--- src/rtl/ram_stream_reader.sv ---
// Sequential RAM read master: streams `length` words from `base_addr`; first word 3 cycles after start.
// Backpressure: a 2-entry FIFO plus the in-flight read gate issue, so stalls cost no bandwidth.

module fifo #(
  parameter int WIDTH = 16,
  parameter int DEPTH = 2
) (
  input  logic                         clk,
  input  logic                         reset_n,
  input  logic                         push_vld,
  input  logic [WIDTH-1:0]             push_dat,
  input  logic                         pop,
  output logic [WIDTH-1:0]             head_dat,
  output logic                         head_vld,
  output logic [$clog2(DEPTH+1)-1:0]   cnt
);
  localparam int AW = (DEPTH > 1) ? $clog2(DEPTH) : 1;
  localparam int CW = $clog2(DEPTH+1);

  logic [WIDTH-1:0] mem [DEPTH];
  logic [AW-1:0]    wr_ptr;
  logic [AW-1:0]    rd_ptr;

  function automatic logic [AW-1:0] ptr_inc(input logic [AW-1:0] p);
    return (p == AW'(DEPTH-1)) ? '0 : p + AW'(1);
  endfunction

  assign head_dat = mem[rd_ptr];
  assign head_vld = (cnt != '0);

  always_ff @(posedge clk or negedge reset_n) begin
    if (!reset_n) begin
      for (int i = 0; i < DEPTH; i++) mem[i] <= '0;
      wr_ptr <= '0;
      rd_ptr <= '0;
      cnt    <= '0;
    end else begin
      if (push_vld) begin
        mem[wr_ptr] <= push_dat;
        wr_ptr      <= ptr_inc(wr_ptr);
      end
      if (pop && head_vld) rd_ptr <= ptr_inc(rd_ptr);
      cnt <= cnt + CW'(push_vld) - CW'(pop && head_vld);
    end
  end
endmodule

module ram_stream_reader #(
  parameter int ADDR_WIDTH = 10,
  parameter int DATA_WIDTH = 16
) (
  input  logic                  clk,
  input  logic                  reset_n,
  input  logic                  start,
  input  logic [ADDR_WIDTH-1:0] base_addr,
  input  logic [ADDR_WIDTH:0]   length,
  output logic                  busy,
  output logic                  done,
  output logic [ADDR_WIDTH-1:0] ram_a,
  output logic                  ram_we,
  output logic [DATA_WIDTH-1:0] ram_d,
  input  logic [DATA_WIDTH-1:0] ram_q,
  output logic [DATA_WIDTH-1:0] out_data,
  output logic                  out_valid,
  input  logic                  out_ready,
  output logic                  out_last
);
  typedef enum logic [1:0] {IDLE, RUN, DRAIN} state_t;

  state_t                state, state_n;
  logic                  done_n;
  logic [ADDR_WIDTH-1:0] rd_addr;
  logic [ADDR_WIDTH:0]   len_q;
  logic [ADDR_WIDTH:0]   issue_cnt;
  logic [ADDR_WIDTH:0]   pop_cnt;
  logic                  inflight;
  logic                  issue;
  logic                  pop;
  logic [1:0]            fifo_cnt;
  logic [2:0]            occ;

  assign ram_we = 1'b0;
  assign ram_d  = '0;
  assign busy   = (state != IDLE);
  assign ram_a  = (state == RUN) ? rd_addr : '0;

  assign pop = out_valid & out_ready;
  // Occupancy after this cycle if nothing new is issued; must leave room for one more word.
  assign occ   = {1'b0, fifo_cnt} + {2'b00, inflight} - {2'b00, pop};
  assign issue = (state == RUN) && (issue_cnt != len_q) && (occ < 3'd2);

  assign out_last = out_valid && (pop_cnt == len_q - (ADDR_WIDTH+1)'(1));

  fifo #(.WIDTH(DATA_WIDTH), .DEPTH(2)) u_fifo (
    .clk      (clk),
    .reset_n  (reset_n),
    .push_vld (inflight),
    .push_dat (ram_q),
    .pop      (pop),
    .head_dat (out_data),
    .head_vld (out_valid),
    .cnt      (fifo_cnt)
  );

  always_ff @(posedge clk or negedge reset_n) begin
    if (!reset_n) begin
      state <= IDLE;
      done  <= 1'b0;
    end else begin
      state <= state_n;
      done  <= done_n;
    end
  end

  always_comb begin
    state_n = state;
    done_n  = 1'b0;
    case (state)
      IDLE: begin
        if (start) begin
          if (length == '0) done_n  = 1'b1;
          else              state_n = RUN;
        end
      end
      RUN: begin
        if (issue && (issue_cnt == len_q - (ADDR_WIDTH+1)'(1))) state_n = DRAIN;
      end
      DRAIN: begin
        if (pop && out_last) begin
          state_n = IDLE;
          done_n  = 1'b1;
        end
      end
      default: state_n = IDLE;
    endcase
  end

  always_ff @(posedge clk or negedge reset_n) begin
    if (!reset_n) begin
      rd_addr   <= '0;
      len_q     <= '0;
      issue_cnt <= '0;
      pop_cnt   <= '0;
      inflight  <= 1'b0;
    end else begin
      if ((state == IDLE) && start) begin
        rd_addr   <= base_addr;
        len_q     <= length;
        issue_cnt <= '0;
        pop_cnt   <= '0;
      end else begin
        if (issue) begin
          rd_addr   <= rd_addr + ADDR_WIDTH'(1);
          issue_cnt <= issue_cnt + (ADDR_WIDTH+1)'(1);
        end
        if (pop) pop_cnt <= pop_cnt + (ADDR_WIDTH+1)'(1);
      end
      inflight <= issue;
    end
  end
endmodule

--- config.mk ---
export PLATFORM = sky130hd
export DESIGN_NAME = ram_stream_reader
export DESIGN_NICKNAME = d
export VERILOG_FILES = /design/src/rtl/ram_stream_reader.sv
export SDC_FILE = /design/constraint.sdc
export NUM_CORES = 1
export LEC_CHECK = 0
export BUFFER_PORTS_ARGS = -buffer_cell sky130_fd_sc_hd__buf_4
export CORE_ASPECT_RATIO = 1.4
export CORE_UTILIZATION = 45
export DETAILED_ROUTE_END_ITERATION = 6
export PLACE_DENSITY = 0.77
export SLEW_MARGIN = 20
export SYNTH_ARGS = -nofsm -noshare
export SYNTH_HDL_FRONTEND = slang
export SYNTH_SLANG_ARGS = --single-unit
--- constraint.sdc ---
create_clock -name clk -period 3.4 [get_ports clk]
set_input_delay 0.34 -clock clk [delete_from_list [all_inputs] [get_ports clk]]
set_output_delay 0.34 -clock clk [all_outputs]
set_load 0.1 [all_outputs]
Yosys cells after proc, flatten, opt, wreduce, memory -nomap -nowiden
Index checks and enable logic that the tools add are counted.

storage, ports and cells
  input bits = 41
  output and inout port bits = 47
  memories kept = 0
  latch bits = 0
  logic and storage cells = 77
  bits in writable memories = 0
  register bits = 83
  memory bits (read-only) = 0

operators by class
  equal/unequal tests = 9
  shifts and indexed selects = 0
  multiplexer cells = 24
  order comparisons = 4
  bitwise gates (word level) = 3
  div/mod/pow operators = 0
  multipliers = 0
  reduce and logical (&&, ||, !) cells = 15
  add/sub/neg operators = 10

operators with widths
  operator                                                               number
  16-bit 2-to-1 mux                                                      4
  11-bit 2-to-1 mux                                                      4
  32-bit bitwise mux                                                     1
  10-bit 2-to-1 mux                                                      3
  11-bit by 1-bit adder with 11-bit output (second input constant)       2
  11-bit equality test                                                   2
  16-bit demux with 1-bit select                                         1
  11-bit logical NOT                                                     1
  11-bit inequality test                                                 1
  11-bit by 1-bit subtractor with 11-bit output (second input constant)  1
  10-bit by 1-bit adder with 10-bit output (second input constant)       1
  1-bit logical AND                                                      8
  2-bit 2-to-1 mux                                                       4
  2-bit nonzero test                                                     4
  2-bit inequality test (second input constant)                          3
  2-bit one-hot mux with 3 select lines                                  1
  1-bit 2-to-1 mux                                                       5
  2-bit greater-or-equal comparator (second input constant)              2
  1-bit NOT with 2-bit output                                            2
  4-bit AND reduction                                                    1
  2-bit by 1-bit adder with 3-bit output                                 1
  3-bit by 2-bit < comparator with 1-bit output (second input constant)  1
  3-bit by 1-bit subtractor with 3-bit output                            1
  1-bit adder (second input constant)                                    2
  other kinds (9)                                                        9

Longest topological paths before layout
Gate-level depths: netlist (run 1).

  depth in word-level cells = 8
  gate-level depth with buffers = 12
  depth with buffers taken out = 11

By module
From an unflattened synthesis (run 1), not the netlist that was laid out.

second synthesis, totals
  cell total of the unflattened synthesis = 480
  area, all modules = 4,849.7 µm²

modules (own cells, without submodules)
  module             area each (µm²)  cells an instance  seq. area each (µm²)  times used
  ram_stream_reader  3,221.8          379                1,176.1               1
  fifo               1,627.8          101                900.9                 1

Least setup slack after synthesis (run 1)
Ideal clock, no wire load.

  path type = flip-flop to output port
  start = reg len_q[4]
  end = out out_last
  cell stages (with the launch flop) = 9
  path slack = -0.250 ns
  data arrival time = 3.310 ns
  data required time = 3.060 ns
  buffers on the path = 2
  path through = dfrtp_1 -> buf_6 -> or4_1 -> buf_2 -> nor4_1 -> xnor2_1 -> nand4_1 -> a21o_1 -> a21oi_1

between the ends
  longest elaborated chain between the ends = 3

RTL lines
  what                                           line  RTL
  start, declared                                73    logic [ADDR_WIDTH:0] len_q;
  start signal, assigned                         148   len_q <= length;
  11-bit by 1-bit subtractor with 11-bit output  92    assign out_last = out_valid && (pop_cnt == len_q - (ADDR_WIDTH+1)'(1));
  11-bit equality test                           92
  1-bit logical AND                              92
  end, declared                                  66    output logic out_last

Every way passes these cells.

Worst setup path in the final report (run 1)
  start = reg len_q[3]
  end = out out_last

Same word-level chain as after synthesis.

==> run_results.csv, run 1 <==
group,metric,value,unit
outcome,outcome,"completed",
place,post-dp-hpwl,8200,um
cts,cts_made_buffers,9,
yosys,synth-edff-count,0,
sta,timing.setup.tns,0,ns
flow_run,max-cap-violations,0,
global_routing,gr-total-overflow,0,
place,gp_congestion,0.969,
power,leakage,0.00270,uW
cts,cts_tree,"built",
global_routing,grt_util_all_layers,20.6,%
yosys,netlist_area,4890,um^2
global_routing,grt_pass1_wl,18500,um
final_layout,nFillCells,940,
critical_path,critPathLaunchType,"register",
cts,clk_pin_slew,0.06,ns
critical_path,path_buf_inv,1,
yosys,ys_seq_area_share,42.5,%
detailed_routing,final_antenna_net_count,0,
cts,cts.sinks,83,
yosys,synth_cells,494,
hold_path,hold_class,"primary input to async pin",
final_layout,final_common_cell,"dfrtp_1",
cts,cts-htree-levels,3,
global_routing,busiest_layer,"met2",
critical_path,critical_path_peak_fanout,7,
global_routing,grt_start_max_net_pins,84,
critical_path,cp.required,3.06,ns
sta,min_period,3.14,ns
detailed_routing,remaining_drc_errors,0,
global_routing,met2_usage,37.4,%
sta,report.final.hold_viol_count,0,
sta,finClkSkew,0.00666,ns
global_routing,grt_use_met1,21.4,%
global_routing,antenna_found_initial,0,
final_layout,multiInputGateArea,2560,um^2
detailed_routing,route.vias.total,3800,
critical_path,arrival,2.80,ns
sta,relSlewSlack,48.8,%
final_layout,fin_util,54.7,%
critical_path,max_stage_delay,0.69,ns
critical_path,worstReg2RegStart,"u_fifo.cnt[1]$_DFF_PN0_",
power,powerDensity,549,nW/um^2
cts,cts_root_buf,"clkbuf_16",
sta,drv_slew,0,
yosys,ys_async_sr_fraction,100,%
floorplan,num_io_pins,88,
global_routing,grt_use_met3,4.93,%
detailed_routing,first_pass_iters,5,
cts,clock_latency,0.34,ns
cts,clockBufferDepth,2,
sta,setup_viol_count_final,0,
yosys,yosys-top-cells-area,"dfrtp_1 (42%), mux2_2 (11%), xnor2_1 (5.0%)",
place,port_buffers,70,
yosys,synth_top_area_share,42.5,%
sta,rsz0062_at_grt,"no",
final_layout,n_antenna_cell,0,
detailed_routing,wirelength,11200,um
power,ir_drop,0.476,mV
floorplan,die_x,90.1,um
final_layout,layout_common_cells,"dfrtp_1 (83), buf_4 (77), nand2_1 (61)",
detailed_routing,vias_per_cell,5.48,
global_routing,grt_pass1_vias,3977,
critical_path,path_cells,"or4_1, nor4_1, xnor2_1, nand4_1, a21o_1, a21oi_2, buf_4",
yosys,ys_ff_latch,83,
critical_path,critPathTopFamily,"simple AND/OR/NAND/NOR gates",
sta,worst_slew_pin_slew,0.768,ns
floorplan,std_cell_rows,44,
final_layout,final-seq-area,2080,um^2
yosys,syn_avg_cell_area,9.90,um^2
detailed_routing,drt_iter0_markers,289,
cts,cts_setup_buffers,0,
yosys,synth_ff_type,"dfrtp_1",
critical_path,crit_path_start,"len_q[3]$_DFFE_PN0P_",
yosys,ys_types,59,
critical_path,slowest_stage,"or4_1",
final_layout,layout-drive-gt1-share,27.2,%
critical_path,crit_type,"register to output port",
yosys,yosys.area.top_type,"dfrtp_1",
final_layout,nets,601,
sta,fin_crit_sh,92.4,%
final_layout,syn2layout_area_growth,17.0,%
sta,fmax,318,MHz
detailed_routing,wire_per_inst,16.1,um
floorplan,die_y,125,um
yosys,synth_warnings,0,
floorplan,core_area,10500,um^2
floorplan,dieArea,11300,um^2
cts,cts_hold_buf,0,
floorplan,start_util,46.8,%
cts,ctsResizeCount,0,
critical_path,crit_path_end_kind,"output port",
-- per-stage QoR --
| step | hold slack [ns] | instance area (um^2) | total power (uW) | instances | setup slack (ns) |
|---|---|---|---|---|---|
| global placement | 0.473 | 5440 | 2190 | 678 | 0.462 |
| global route | 0.121 | 5720 | 3260 | 693 | 0.0100 |
| finish | 0.0481 | 5720 | 3140 | 693 | 0.259 |
| detailed placement | 0.482 | 5440 | 2210 | 678 | 0.373 |
| CTS | 0.200 | 5720 | 3160 | 693 | 0.259 |
| floorplan | 0.0444 | 4960 | 2000 | 510 | 0.374 |
-- kinds of logic after synthesis --
family                   Yosys count  share of synthesized area (%)
AO/OA/AOI/OAI                     49                           6.75
buffers and inverters             59                           6.52
other                              1                         0.0767
multiplexers                      57                           12.9
AND/OR/NAND/NOR                  183                           19.4
adder cells (fa/ha/maj)            9                           2.46
flip-flops                        83                           42.5
XOR/XNOR                          53                           9.49
-- metal layers --
metal | wire, um | share of wire (%) | up-vias
li1 | - | - | 1780
met1 | 3990 | 36 | 1839
met2 | 6070 | 54 | 144
met3 | 674 | 6.0 | 37
met4 | 434 | 3.9 | 0
met5 | 0 | 0 | -
-- cell type report --
cell class | count | share of cell area [%]
Clock inverter | 5 | 0.962
Sequential cell | 83 | 36.3
Timing Repair Buffer | 78 | 10.3
Inverter | 11 | 0.721
Clock buffer | 10 | 4.00
Multi-Input combinational cell | 368 | 44.7
Tap cell | 138 | 3.02
-- registers in the layout, summed over array words and instances, names as in the netlist, 2 cells and up --
register	count
len_q	11
pop_cnt	11
u_fifo.mem	32
rd_addr	10
u_fifo.cnt	2
issue_cnt	11
state	2
-- synthesized netlist by cell type (3+ instances only) --
cell type	n
or2b_1	3
clkbuf_1	17
nor4_1	15
xnor2_1	28
o21ai_0	18
nor3b_1	3
buf_2	8
nor2_1	27
dfrtp_1	83
nor4b_1	4
nand3_1	8
buf_4	19
and2_1	12
inv_1	11
mux2_2	48
xor2_1	25
a21boi_0	3
ha_1	8
mux2i_1	9
and3_1	8
nand2_1	61
nand2b_1	8
or2_2	3
a21oi_1	6
a211oi_1	3
nor3_1	9
nor2b_1	3
nand4_1	7
-- path summary, 6_finish.rpt --
check	end	slack, ns	cells after the start
worst max-delay path	out_last	0.26	7
worst min-delay path	u_fifo.mem[2]$_DFFE_PN0P_	0.05	1
worst max register to register	state[0]$_DFFE_PN0P_	0.35	11
worst min register to register	u_fifo.wr_ptr$_DFFE_PN0P_	0.50	1
max in group asynchronous	u_fifo.mem[15]$_DFFE_PN0P_	2.85	1
min in group clk	len_q[7]$_DFFE_PN0P_	0.20	3
-- power by group --
part,switching [uW],internal [uW]
combinational,726,297
sequential,124,1050
clock,381,562
-- worst reg2reg max path: stages, from the launching register on --
cell and delay [ns]:
dfrtp_1 0.41, o21a_1 0.19, ha_1 0.27, inv_1 0.05, ha_1 0.20, fa_1 0.41, xor2_1 0.14, nand3b_1 0.15
or4_1 0.54, nor3_1 0.19, o2111ai_1 0.16, a22o_1 0.23
(Power assumes the default switching activity.)
==> inputs of run 2 (changes only) <==
Settings changed: SYNTH_HIERARCHICAL from default to 1.
==> run_results.csv, run 2 <==
group,metric,value,unit
floorplan,start_util,46.6,%
detailed_routing,route.vias.total,3584,
yosys,ys_seq_area_share,42.8,%
critical_path,worstReg2RegStart,"u_fifo/cnt[0]$_DFF_PN0_",
sta,setup_viol_count_final,0,
critical_path,crit_path_end_kind,"output port",
detailed_routing,first_pass_iters,4,
final_layout,layout_common_cells,"dfrtp_1 (83), buf_4 (73), nand2_1 (55)",
global_routing,grt_start_max_net_pins,84,
critical_path,crit_type,"register to output port",
yosys,syn_avg_cell_area,10.1,um^2
critical_path,critPathTopFamily,"simple AND/OR/NAND/NOR gates",
place,placed_cells,661,
sta,fin_crit_sh,94.6,%
critical_path,max_stage_delay,0.58,ns
critical_path,critical_path_peak_fanout,7,
sta,rsz0062_at_grt,"no",
detailed_routing,wirelength,10400,um
detailed_routing,final_antenna_net_count,0,
detailed_routing,vias_per_cell,5.30,
place,pre_cts_ws,0.216,ns
cts,cts_hold_buf,0,
cts,cts_made_buffers,9,
cts,cts-htree-levels,3,
critical_path,critPathLaunchType,"register",
cts,clk_pin_slew,0.06,ns
yosys,ys_top_cells_by_count,"dfrtp_1 (83), nand2_1 (55), mux2_2 (38), xor2_1 (32), xnor2_1 (30)",
sta,timing.setup.tns,0,ns
global_routing,antenna_found_initial,0,
global_routing,grt_pass1_wl,17900,um
final_layout,nets,583,
final_layout,largest_reg_flops,32,
cts,cts_tree,"built",
cts,clock_latency,0.33,ns
final_layout,nFillCells,919,
final_layout,final_common_cell,"dfrtp_1",
cts,clockBufferDepth,2,
final_layout,n_antenna_cell,0,
sta,layout_setup_ws,0.184,ns
sta,fmax,311,MHz
critical_path,reg2regPathDepth,10,
global_routing,grt_pass1_vias,3761,
detailed_routing,drt_iter0_markers,196,
yosys,ys_ff_latch,83,
yosys,synth-edff-count,0,
sta,drv_slew,0,
final_layout,layout-drive-gt1-share,27.7,%
place,port_buffers,70,
critical_path,path_cells,"inv_1, ha_1, or4b_1, nor3_2, xnor2_1, o211ai_1, nor3_4, buf_4",
floorplan,die_x,89.7,um
critical_path,cp.required,3.06,ns
floorplan,core_area,10400,um^2
floorplan,dieArea,11200,um^2
global_routing,gr-total-overflow,0,
hold_path,hold_class,"primary input to async pin",
critical_path,path_buf_inv,2,
final_layout,largest-register,"u_fifo/mem",
cts,cts.sinks,83,
detailed_routing,wire_per_inst,15.3,um
yosys,synth_top_area_share,42.8,%
critical_path,regToRegEndpoint,"state[0]$_DFFE_PN0P_",
sta,finClkSkew,0.00565,ns
sta,relSlewSlack,50.0,%
yosys,synth_most_common_cell,"dfrtp_1",
cts,ctsResizeCount,0,
yosys,netlist_area,4850,um^2
place,post-dp-hpwl,7480,um
sta,worst_slew_pin_slew,0.744,ns
place,gp_congestion,0.853,
yosys,yosys.area.top_type,"dfrtp_1",
floorplan,num_io_pins,88,
yosys,synth_ff_type,"dfrtp_1",
yosys,ys_async_sr_fraction,100,%
yosys,synth_warnings,6,
sta,report.final.hold_viol_count,0,
floorplan,std_cell_rows,44,
yosys,synth_cells,480,
detailed_routing,remaining_drc_errors,0,
floorplan,die_y,125,um
yosys,ys_types,56,
critical_path,slowest_stage,"or4b_1",
cts,cts_root_buf,"clkbuf_16",
final_layout,final_cells,676,
outcome,outcome,"completed",
yosys,yosys-top-cells-area,"dfrtp_1 (43%), mux2_2 (8.8%), xor2_1 (5.8%)",
cts,cts_setup_buffers,0,
flow_run,max-cap-violations,0,
final_layout,syn2layout_area_growth,17.3,%
critical_path,reg2reg_slack,0.21,ns
global_routing,grt_util_all_layers,19.8,%
sta,min_period,3.22,ns
critical_path,arrival,2.88,ns
-- run 2: layer usage --
layer / track usage, % / wire length (um)
met1: 23.3 / 4260
met2: 34.9 / 5510
met3: 4.27 / 406
met4: 7.81 / 206
met5: 0 / 0
-- run 2: worst max path at each step --
stage | startpoint | end | slack, ns | depth (start not counted)
detailed placement | u_fifo/cnt[0]$_DFF_PN0_ | state[0]$_DFFE_PN0P_ | 0.22 | 10
CTS | len_q[0]$_DFFE_PN0P_ | out_last | 0.17 | 8
finish | len_q[0]$_DFFE_PN0P_ | out_last | 0.18 | 8
global placement | u_fifo/cnt[0]$_DFF_PN0_ | state[0]$_DFFE_PN0P_ | 0.24 | 10
global route | len_q[0]$_DFFE_PN0P_ | out_last | 0.05 | 8
floorplan | u_fifo/cnt[1]$_DFF_PN0_ | state[0]$_DFFE_PN0P_ | 0.009 | 11
-- run 2: cell type report --
cell class                      instances  area, um^2  area share [%]
Clock buffer                           13         260            4.57
Clock inverter                          2        35.0           0.616
Inverter                               10        37.5           0.660
Timing Repair Buffer                   74         559            9.83
Multi-Input combinational cell        356        2550            44.8
Sequential cell                        83        2080            36.5
Tap cell                              138         173            3.03
-- run 2: kinds of logic (layout without fill, tap and decap cells) --
| logic type | count (synthesis) | after routing | share of synthesized area [%] |
|---|---|---|---|
| buffers and inverters | 57 | 99 | 6.81 |
| AO/OA/AOI/OAI | 46 | 46 | 5.78 |
| flip-flops | 83 | 83 | 42.8 |
| other | 1 | 17 | 0.0773 |
| multiplexers | 51 | 51 | 12.5 |
| adder cells (fa/ha/maj) | 8 | 8 | 2.22 |
| XOR/XNOR | 62 | 62 | 11.2 |
| AND/OR/NAND/NOR | 172 | 172 | 18.6 |
-- run 2: metrics by stage --
| stage | area (um^2) | utilization (%) | hold WS [ns] |
|---|---|---|---|
| after floorplan | 4960 | - | 0.0444 |
| after global placement | 5390 | 51.8 | 0.481 |
| after detailed placement | 5390 | 51.8 | 0.490 |
| after CTS | 5680 | 54.6 | 0.197 |
| after global routing | 5690 | 54.7 | 0.123 |
| final | 5690 | 54.7 | 0.0593 |
Power of run 2 is left out: the tool's default activity adds up to more than one toggle a clock period on the data nets, which glitch-free logic cannot reach.
